===== src/rtl/gerenciador_ativos_fila.sv =====
// gerenciador_ativos_fila: queues node update requests and dispatches each one
// to an active-node (NA) slot. A request goes to the slot that already holds
// its address, or else to the lowest free slot, which is then awaited until it
// reports active. Deactivation requests release every active slot whose
// address matches.
// Optional feature macro: GA_COALESCE_EN. When defined, an update whose
// address is already queued rewrites that entry's predecessor in place
// instead of appending a new entry.
module gerenciador_ativos_fila #(
  parameter int NUM_NA     = 8,
  parameter int ADR_WIDTH  = 5,
  parameter int FIFO_DEPTH = 4
) (
  input  logic                              clk,
  input  logic                              rst_n,
  input  logic                              atualizar_in,
  input  logic                              desativar_in,
  input  logic [ADR_WIDTH-1:0]              endereco_in,
  input  logic [ADR_WIDTH-1:0]              anterior_in,
  input  logic [ADR_WIDTH*NUM_NA-1:0]       na_endereco_in,
  input  logic [NUM_NA-1:0]                 na_ativo_in,
  output logic [NUM_NA-1:0]                 ga_habilitar_out,
  output logic [NUM_NA-1:0]                 ga_desativar_out,
  output logic [ADR_WIDTH-1:0]              ga_endereco_out,
  output logic [ADR_WIDTH-1:0]              ga_anterior_out,
  output logic                              ga_pronto_out,
  output logic [$clog2(FIFO_DEPTH+1)-1:0]   ga_ocupacao_out,
  output logic                              ga_conflito_out
);

  localparam int PTR_W = $clog2(FIFO_DEPTH);
  localparam int CNT_W = $clog2(FIFO_DEPTH + 1);
  localparam int SEL_W = (NUM_NA > 1) ? $clog2(NUM_NA) : 1;

  typedef enum logic [2:0] {
    OCIOSO,
    BUSCA,
    HABILITA,
    ESPERA_LIVRE,
    ESPERA_ATIVO
  } estado_t;

  // Request queue storage and bookkeeping
  logic [ADR_WIDTH-1:0] fila_end_q [FIFO_DEPTH];
  logic [ADR_WIDTH-1:0] fila_ant_q [FIFO_DEPTH];
  logic [PTR_W-1:0]     wr_ptr_q, rd_ptr_q;
  logic [CNT_W-1:0]     count_q;

  // Dispatch state and registered outputs
  estado_t              estado_q;
  logic [NUM_NA-1:0]    habilitar_q;
  logic [NUM_NA-1:0]    desativar_q;
  logic [ADR_WIDTH-1:0] endereco_q, anterior_q;
  logic                 conflito_q;
  logic [SEL_W-1:0]     sel_q;
  logic                 hit_q;

  // Combinational helpers
  logic                 fila_cheia;
  logic                 push, pop;
  logic [ADR_WIDTH-1:0] head_end, head_ant;
  logic                 hit_found, free_found;
  logic [SEL_W-1:0]     hit_idx, free_idx, sel_idx;
  logic                 sel_valid, sel_bloqueado;
  logic [NUM_NA-1:0]    sel_onehot;
  logic [NUM_NA-1:0]    desativar_d;

  assign fila_cheia = (count_q == CNT_W'(FIFO_DEPTH));
  assign head_end   = fila_end_q[rd_ptr_q];
  assign head_ant   = fila_ant_q[rd_ptr_q];
  assign pop        = (estado_q == HABILITA);

`ifdef GA_COALESCE_EN
  logic [FIFO_DEPTH-1:0] coal_match;
  logic                  coal_hit;

  // Look for a queued copy of the incoming address. The head is skipped: it
  // may already be latched for dispatch, so rewriting it could be lost.
  always_comb begin
    logic [PTR_W-1:0] off;
    coal_match = '0;
    off        = '0;
    for (int unsigned j = 0; j < FIFO_DEPTH; j++) begin
      off = PTR_W'(j) - rd_ptr_q;
      if ((off != '0) && (CNT_W'(off) < count_q) && (fila_end_q[j] == endereco_in))
        coal_match[j] = 1'b1;
    end
  end

  assign coal_hit = |coal_match;
  assign push     = atualizar_in && !desativar_in && !coal_hit && !fila_cheia;
`else
  assign push     = atualizar_in && !desativar_in && !fila_cheia;
`endif

  // Slot selection for the queue head (hit first, then lowest free slot) and
  // the release mask for a deactivation request
  always_comb begin
    hit_found   = 1'b0;
    hit_idx     = '0;
    free_found  = 1'b0;
    free_idx    = '0;
    desativar_d = '0;
    for (int unsigned i = 0; i < NUM_NA; i++) begin
      if (na_ativo_in[i] && (na_endereco_in[ADR_WIDTH*i +: ADR_WIDTH] == head_end) && !hit_found) begin
        hit_found = 1'b1;
        hit_idx   = SEL_W'(i);
      end
      if (!na_ativo_in[i] && !free_found) begin
        free_found = 1'b1;
        free_idx   = SEL_W'(i);
      end
      desativar_d[i] = desativar_in && na_ativo_in[i] &&
                       (na_endereco_in[ADR_WIDTH*i +: ADR_WIDTH] == endereco_in);
    end
  end

  assign sel_valid     = hit_found || free_found;
  assign sel_idx       = hit_found ? hit_idx : free_idx;
  assign sel_onehot    = NUM_NA'(1) << sel_idx;
  // An enable must not coincide with a release of the same slot.
  assign sel_bloqueado = |(desativar_d & sel_onehot);

  // Queue write, pop and occupancy
  always_ff @(posedge clk or negedge rst_n) begin
    if (!rst_n) begin
      wr_ptr_q <= '0;
      rd_ptr_q <= '0;
      count_q  <= '0;
      for (int unsigned j = 0; j < FIFO_DEPTH; j++) begin
        fila_end_q[j] <= '0;
        fila_ant_q[j] <= '0;
      end
    end else begin
      if (push) begin
        fila_end_q[wr_ptr_q] <= endereco_in;
        fila_ant_q[wr_ptr_q] <= anterior_in;
        wr_ptr_q             <= wr_ptr_q + PTR_W'(1);
      end
`ifdef GA_COALESCE_EN
      if (atualizar_in && !desativar_in) begin
        for (int unsigned j = 0; j < FIFO_DEPTH; j++)
          if (coal_match[j]) fila_ant_q[j] <= anterior_in;
      end
`endif
      if (pop) rd_ptr_q <= rd_ptr_q + PTR_W'(1);
      case ({push, pop})
        2'b10:   count_q <= count_q + CNT_W'(1);
        2'b01:   count_q <= count_q - CNT_W'(1);
        default: count_q <= count_q;
      endcase
    end
  end

  // Release pulses and conflict flag, registered one cycle after the request
  always_ff @(posedge clk or negedge rst_n) begin
    if (!rst_n) begin
      desativar_q <= '0;
      conflito_q  <= 1'b0;
    end else begin
      desativar_q <= desativar_d;
      conflito_q  <= atualizar_in && desativar_in;
    end
  end

  // Dispatch FSM with registered enable, address and predecessor outputs
  always_ff @(posedge clk or negedge rst_n) begin
    if (!rst_n) begin
      estado_q    <= OCIOSO;
      habilitar_q <= '0;
      endereco_q  <= '0;
      anterior_q  <= '0;
      sel_q       <= '0;
      hit_q       <= 1'b0;
    end else begin
      habilitar_q <= '0;
      case (estado_q)
        OCIOSO: begin
          if (count_q != '0) estado_q <= BUSCA;
        end
        BUSCA, ESPERA_LIVRE: begin
          if (sel_valid && !sel_bloqueado) begin
            habilitar_q <= sel_onehot;
            endereco_q  <= head_end;
            anterior_q  <= head_ant;
            sel_q       <= sel_idx;
            hit_q       <= hit_found;
            estado_q    <= HABILITA;
          end else if (!sel_valid) begin
            estado_q <= ESPERA_LIVRE;
          end
        end
        HABILITA: begin
          endereco_q <= '0;
          anterior_q <= '0;
          estado_q   <= hit_q ? OCIOSO : ESPERA_ATIVO;
        end
        ESPERA_ATIVO: begin
          if (na_ativo_in[sel_q]) estado_q <= OCIOSO;
        end
        default: estado_q <= OCIOSO;
      endcase
    end
  end

  assign ga_habilitar_out = habilitar_q;
  assign ga_desativar_out = desativar_q;
  assign ga_endereco_out  = endereco_q;
  assign ga_anterior_out  = anterior_q;
  assign ga_conflito_out  = conflito_q;
  assign ga_ocupacao_out  = count_q;
  assign ga_pronto_out    = !fila_cheia;

endmodule


===== config.mk =====
export PLATFORM = sky130hd
export DESIGN_NAME = gerenciador_ativos_fila
export DESIGN_NICKNAME = d
export VERILOG_FILES = /design/src/rtl/gerenciador_ativos_fila.sv
export SDC_FILE = /design/constraint.sdc
export NUM_CORES = 1
export LEC_CHECK = 0
export CAP_MARGIN = 20
export CORE_MARGIN = 4
export CORE_UTILIZATION = 55
export DETAILED_ROUTE_END_ITERATION = 10
export PLACE_DENSITY = 0.84
export SLEW_MARGIN = 25
export SYNTH_ARGS = -nofsm -noshare
export SYNTH_HDL_FRONTEND = slang
export SYNTH_SLANG_ARGS = --single-unit

===== constraint.sdc =====
create_clock -name clk -period 6.7 [get_ports clk]
set_input_delay 1.005 -clock clk [delete_from_list [all_inputs] [get_ports clk]]
set_output_delay 1.005 -clock clk [all_outputs]
set_load 0.01 [all_outputs]

=== Word-level counts from Yosys, hierarchy flattened ===
Index checks and enable logic that the tools add are counted.

* Add/subtract/negate cells: 4
* Multiply operators: 0
* Divide/modulo/power cells: 0
* $lt $le $gt $ge: 4
* Eq/ne operators: 27
* Shift operators: 1
* Muxes and demuxes: 56
* Bitwise operators: 3
* Reduce and logical (&&, ||, !) cells: 76

{| class="wikitable"
|+ Operators with widths
! cell !! count
|-
| $eq A5 B5 Y1 || 16
|-
| $mux W3 || 16
|-
| $logic_and A1 B1 Y1 || 43
|-
| $bwmux W20 || 2
|-
| $mux W5 || 7
|-
| $logic_not A1 Y1 || 23
|-
| $bmux W5 S2 || 2
|-
| $pmux W5 S2 || 2
|-
| $mux W1 || 19
|-
| $mux W8 || 2
|-
| $pmux W3 S4 || 1
|-
| $demux W5 S2 || 1
|-
| $and A8 B8 Y8 || 1
|-
| $reduce_or A8 Y1 || 1
|-
| $shl A1 B3 Y8 const A || 1
|-
| $eq A3 B2 Y1 const B || 2
|-
| $eq A3 B3 Y1 const B || 2
|-
| $ge A3 B3 Y1 const B || 2
|-
| $ne A2 B2 Y1 const B || 3
|-
| $not A2 Y3 || 2
|-
| $pmux W3 S2 || 1
|-
| $add A2 B1 Y2 const B || 2
|-
| $lt A3 B4 Y1 const B || 1
|-
| $mux W2 || 2
|-
| other kinds (15) || 17
|}

* Bits in registers: 81
* Latch bits: 0
* Memory bits (writable): 0
* Bits in read-only memories: 0
* Input bits: 62
* Output and inout port bits: 31
* Word-level logic and storage cells: 190
* Memories: 0

=== Longest topological paths before layout ===
* Depth in word-level cells: 36
* Depth in mapped cells: 13
* Gate-level depth less buffers: 10

=== Worst setup path before layout ===
Ideal clock, no wire load.

* Path type: register -> register
* Start: register rd_ptr_q[0]
* End: register hit_q
* Setup time: 0.125 ns
* Arrival time: 3.263 ns
* Required time: 6.575 ns
* Slack: 3.312 ns
* Cell stages (with the launch flop): 14
* Buffers on the path: 3
* Period minus slack after synthesis: 3.388 ns
* Path through: dfrtp_1 buf_6 mux4_2 buf_6 xor2_1 nor4_2 nand3_1 a311oi_1 o21a_1 o221a_2 nor2_1 buf_6 o21ai_4 mux2_2

* Cells in the longest elaborated chain, start to end: 35
* Elaborated cells between the ends (all ways): 57
* Those cells by class: 8 x eq/ne; 1 x shift; 19 x mux; 2 x bitwise; 27 x reduce/logical

{| class="wikitable"
|+ Ends and longest elaborated chain
! what !! line !! source
|-
| start: declaration || 46 || <nowiki>logic [PTR_W-1:0] wr_ptr_q, rd_ptr_q;</nowiki>
|-
| start signal: assignment || 146 || <nowiki>if (pop) rd_ptr_q <= rd_ptr_q + PTR_W'(1);</nowiki>
|-
| $not A2 Y3 (not written as such) (*) || 69 || <nowiki>assign head_end = fila_end_q[rd_ptr_q];</nowiki>
|-
| $bmux W5 S2 (*) || 69 ||
|-
| $mux W5 (not written as such) (*) (2 in a row) || 69 ||
|-
| $eq A5 B5 Y1 || 105 || <nowiki>if (na_ativo_in[i] && (na_endereco_in[ADR_WIDTH*i +: ADR_WIDTH] == head_end) && !hit_found) begin</nowiki>
|-
| $logic_and A1 B1 Y1 || 105 ||
|-
| $mux W1 || 105 ||
|-
| $logic_not A1 Y1 || 105 ||
|-
| $logic_and A1 B1 Y1 || 105 ||
|-
| [18 not listed] || -- ||
|-
| $mux W3 / $mux W1 (equally long branches) || 105 ||
|-
| $mux W3 || 119 || <nowiki>assign sel_idx = hit_found ? hit_idx : free_idx;</nowiki>
|-
| $shl A1 B3 Y8 || 120 || <nowiki>assign sel_onehot = NUM_NA'(1) << sel_idx;</nowiki>
|-
| $and A8 B8 Y8 || 122 || <nowiki>assign sel_bloqueado = |(desativar_d & sel_onehot);</nowiki>
|-
| $reduce_or A8 Y1 || 122 ||
|-
| $logic_not A1 Y1 || 182 || <nowiki>if (sel_valid && !sel_bloqueado) begin</nowiki>
|-
| $logic_and A1 B1 Y1 || 182 ||
|-
| $reduce_and A2 Y1 (no line) || -- ||
|-
| end signal: assignment || 187 || <nowiki>hit_q <= hit_found;</nowiki>
|-
| end: declaration || 56 || <nowiki>logic hit_q;</nowiki>
|}

Mark *: on every way between the ends. The rest lies on a longest branch, timed or not. The select of a mux whose other input is x is not followed.
A chain may end at the register's enable or synchronous reset.

=== Final worst setup path ===
* Start: register rd_ptr_q[0]
* End: register sel_q[1]

* Cells in the longest elaborated chain, start to end: 35
* Elaborated cells between the ends (all ways): 57
* Those cells by class: 8 x eq/ne; 1 x shift; 19 x mux; 2 x bitwise; 27 x reduce/logical

{| class="wikitable"
|+ Ends and longest elaborated chain
! what !! line !! source
|-
| $not A2 Y3 (not written as such) (*) || 69 ||
|-
| $bmux W5 S2 (*) || 69 ||
|-
| $mux W5 (not written as such) (*) (2 in a row) || 69 ||
|-
| $eq A5 B5 Y1 || 105 ||
|-
| $logic_and A1 B1 Y1 || 105 ||
|-
| $mux W1 || 105 ||
|-
| $logic_not A1 Y1 || 105 ||
|-
| $logic_and A1 B1 Y1 || 105 ||
|-
| [18 not listed] || -- ||
|-
| $mux W3 / $mux W1 (equally long branches) || 105 ||
|-
| $mux W3 || 119 ||
|-
| $shl A1 B3 Y8 || 120 ||
|-
| $and A8 B8 Y8 || 122 ||
|-
| $reduce_or A8 Y1 || 122 ||
|-
| $logic_not A1 Y1 || 182 ||
|-
| $logic_and A1 B1 Y1 || 182 ||
|-
| $reduce_and A2 Y1 (no line) || -- ||
|-
| end signal: assignment || 186 || <nowiki>sel_q <= sel_idx;</nowiki>
|-
| end: declaration || 55 || <nowiki>logic [SEL_W-1:0] sel_q;</nowiki>
|}

Marked as above.

==> run metrics <==
status=finished clean; CP Capture Type=flip-flop; reg2reg start=rd_ptr_q[0]; Power Density=419.5 nW/um^2; worst slack at placement=2.216 ns; register area share after synthesis=42.20%; R2R setup slack=2.15 ns; Commonest cells post-synth=dfrtp_1 (81), xnor2_1 (61), mux2_2 (43); vias in the first global route=3735; reg-to-reg endpoint=sel_q[1]; I/O pin cnt=93; wire per inst=19.87 um; fmax=219.8 MHz; die boundary height=101.5 um; Final WS setup=2.150 ns; die footprint=10290 sq um; worst-path fanout max=12; Post-Route WL=12.22 mm; Clk pin slew, worst setup/hold paths=0.08 ns; fin. max-slew vios=0; post-layout util=71.36%; arrival time worst endpoint=4.84 ns; hold path depth=1; Post-synth EDFFs=0; Initial DRC Count=285; antenna-violating nets left=0; number of synthesized register bits=81; cell with the most instances after synthesis=dfrtp_1; max_cap viols=0; cells after synthesis=422; PortBufs=92; ANT cells=0; final instance area=5952 sq um; VDD IR max=0.3210 mV; Startpoint Class=flip-flop; die width=101.5 um; vias=3738; cell area after synthesis=4803 sq um; CTS sink count=81; Least-Margin Pin Slew=0.7872 ns; syn nets=490; 1st-pass router iterations=4; Synth Flop Type=dfrtp_1; first-pass GRT wire length=18.93 mm; DRC=0; Post-DP HPWL=9.207 mm; Worst Skew=0.008429 ns; largest net degree at the start of global routing=82; worst-skew pair later-pin latency=0.35 ns; Static Leak=2.398 nW; initial antenna violation count=0; Min-Delay Endpoint=fila_ant_q[12]; GRT Total Usage=23.93%; DP Area=5743 sq um; CTS buffer count=9; synthesized area per cell=11.38 sq um; CTS resizes=0; largest area contributor in the netlist=dfrtp_1; Max-slew headroom=47.33%; Tmin final=4.550 ns; RSZ-0062 raised after global routing=no; GRT Residual Overflow=0; CTS Hold Buffers Added=0; setup_tns=0 ns; synth unique cells=57; Via density=6.078; Initial Util=57.59%; Final period util=67.92%; Post-CTS Setup Bufs=0; core area=8341 sq um; CTS tree=done; Fillers=559; Hold Vio Cnt, Final=0; main area contributors after synthesis=dfrtp_1 (42%), xnor2_1 (11%), mux2_2 (10%), xor2_1 (4.6%), mux4_2 (3.3%); CTS H-Tree Depth=3; Row Count=33; final hold slack=0.5039 ns; endpoints failing setup=0; Synth top area share=42.20%; CP Class=reg -> reg; Clk Tree Root Cell=clkbuf_8; Synth Warn #=0; Placer Congestion=0.9730; maximum clock insertion buffer count=2; cell count of the worst reg-to-reg path=10; hold_sp=fila_ant_q[12]; share of cells above drive strength 1=15.29%; Worst EP required=6.99 ns; Final #Nets=575; Layout Area Growth over Synthesis=23.91%; ys async rst share=100.0%; HP Class=reg -> reg
-- routing by layer --
metal  track usage, %  routed length [um]  vias up
met2            40.95                6120      140
met3            4.477                 728       33
met4            8.896                 333        0
met1            30.28                5041     1870
met5                0                   0        -
li1                 -                   -     1695
-- how the worst max path moves through the flow --
stage                              end  slack, ns      startpoint  depth (start not counted)
CTS                           sel_q[1]       2.18     rd_ptr_q[0]                         10
global route                  sel_q[1]       1.86     rd_ptr_q[0]                         10
global placement    ga_endereco_out[4]       2.33  na_ativo_in[1]                         11
floorplan                        hit_q       3.31     rd_ptr_q[0]                         13
finish                        sel_q[1]       2.15     rd_ptr_q[0]                         10
detailed placement            sel_q[1]       2.22     rd_ptr_q[0]                         10
-- through the flow --
step,cells,total power [W]
after floorplan,422,0.001796
after global placement,601,0.002065
after detailed placement,601,0.002122
after CTS,615,0.002500
after global routing,615,0.002646
final,615,0.002497
-- layout by cell type (no fill, tap or decap), types with 2 or more instances in the layout --
master	n
nor4_1	4
nand3_1	15
dfrtp_1	81
o31ai_1	2
xor2_1	25
bufinv_16	2
mux4_2	7
nor3_1	6
ha_1	5
mux2_2	43
inv_1	13
nand4_1	14
nor4_2	2
xnor2_1	61
a21oi_1	2
mux4_1	5
a311oi_1	2
and3_1	5
o2111ai_1	6
o211ai_1	10
nor2_1	21
clkbuf_8	9
a32o_1	4
a31oi_1	2
nand2_1	29
o21a_1	2
o21ai_0	7
nand2b_1	3
clkdlybuf4s50_1	91
or2_2	3
-- state kept, by name, summed over array words and instances, names as in the netlist, 5 cells and up --
| name | count |
|---|---|
| fila_ant_q | 20 |
| fila_end_q | 20 |
| ga_anterior_out | 5 |
| ga_desativar_out | 8 |
| ga_endereco_out | 5 |
| ga_habilitar_out | 8 |
-- cell families after synthesis --
group	count (synthesis)	share of synthesized area (%)
and+or+nand+nor	112	12.56
xor gates and xnor gates	86	15.68
DFF	81	42.20
muxes	55	16.10
AOI/OAI and AO/OA	51	8.440
buffers and inverters	31	3.308
adders and majority gates	6	1.719
-- layout make-up --
class	instances	area, sq um	share of cell area, %
clock inverters	5	81.33	1.366
multi-input cells	310	2618	43.98
inverters	13	48.80	0.8198
repair buffers	92	922.1	15.49
clock buffers	9	123.9	2.081
flip-flops and latches	81	2027	34.06
well taps	105	131.4	2.207
-- power by group --
part	switching, W	internal [W]
clock	0.000170	0.000206
combinational	0.000653	0.000633
sequential	0.000155	0.000679
total	0.000978	0.00152
-- worst max-delay path: stages, from the launching register on --
cell	delay (ns)
dfrtp_1	0.75
mux4_1	0.94
xor2_1	0.26
nor4_2	0.36
a311oi_1	0.15
a31o_1	0.25
o32a_1	0.32
o221a_2	0.25
nor2_1	0.60
o211ai_1	0.34
a21bo_2	0.28
(Power assumes the default switching activity.)
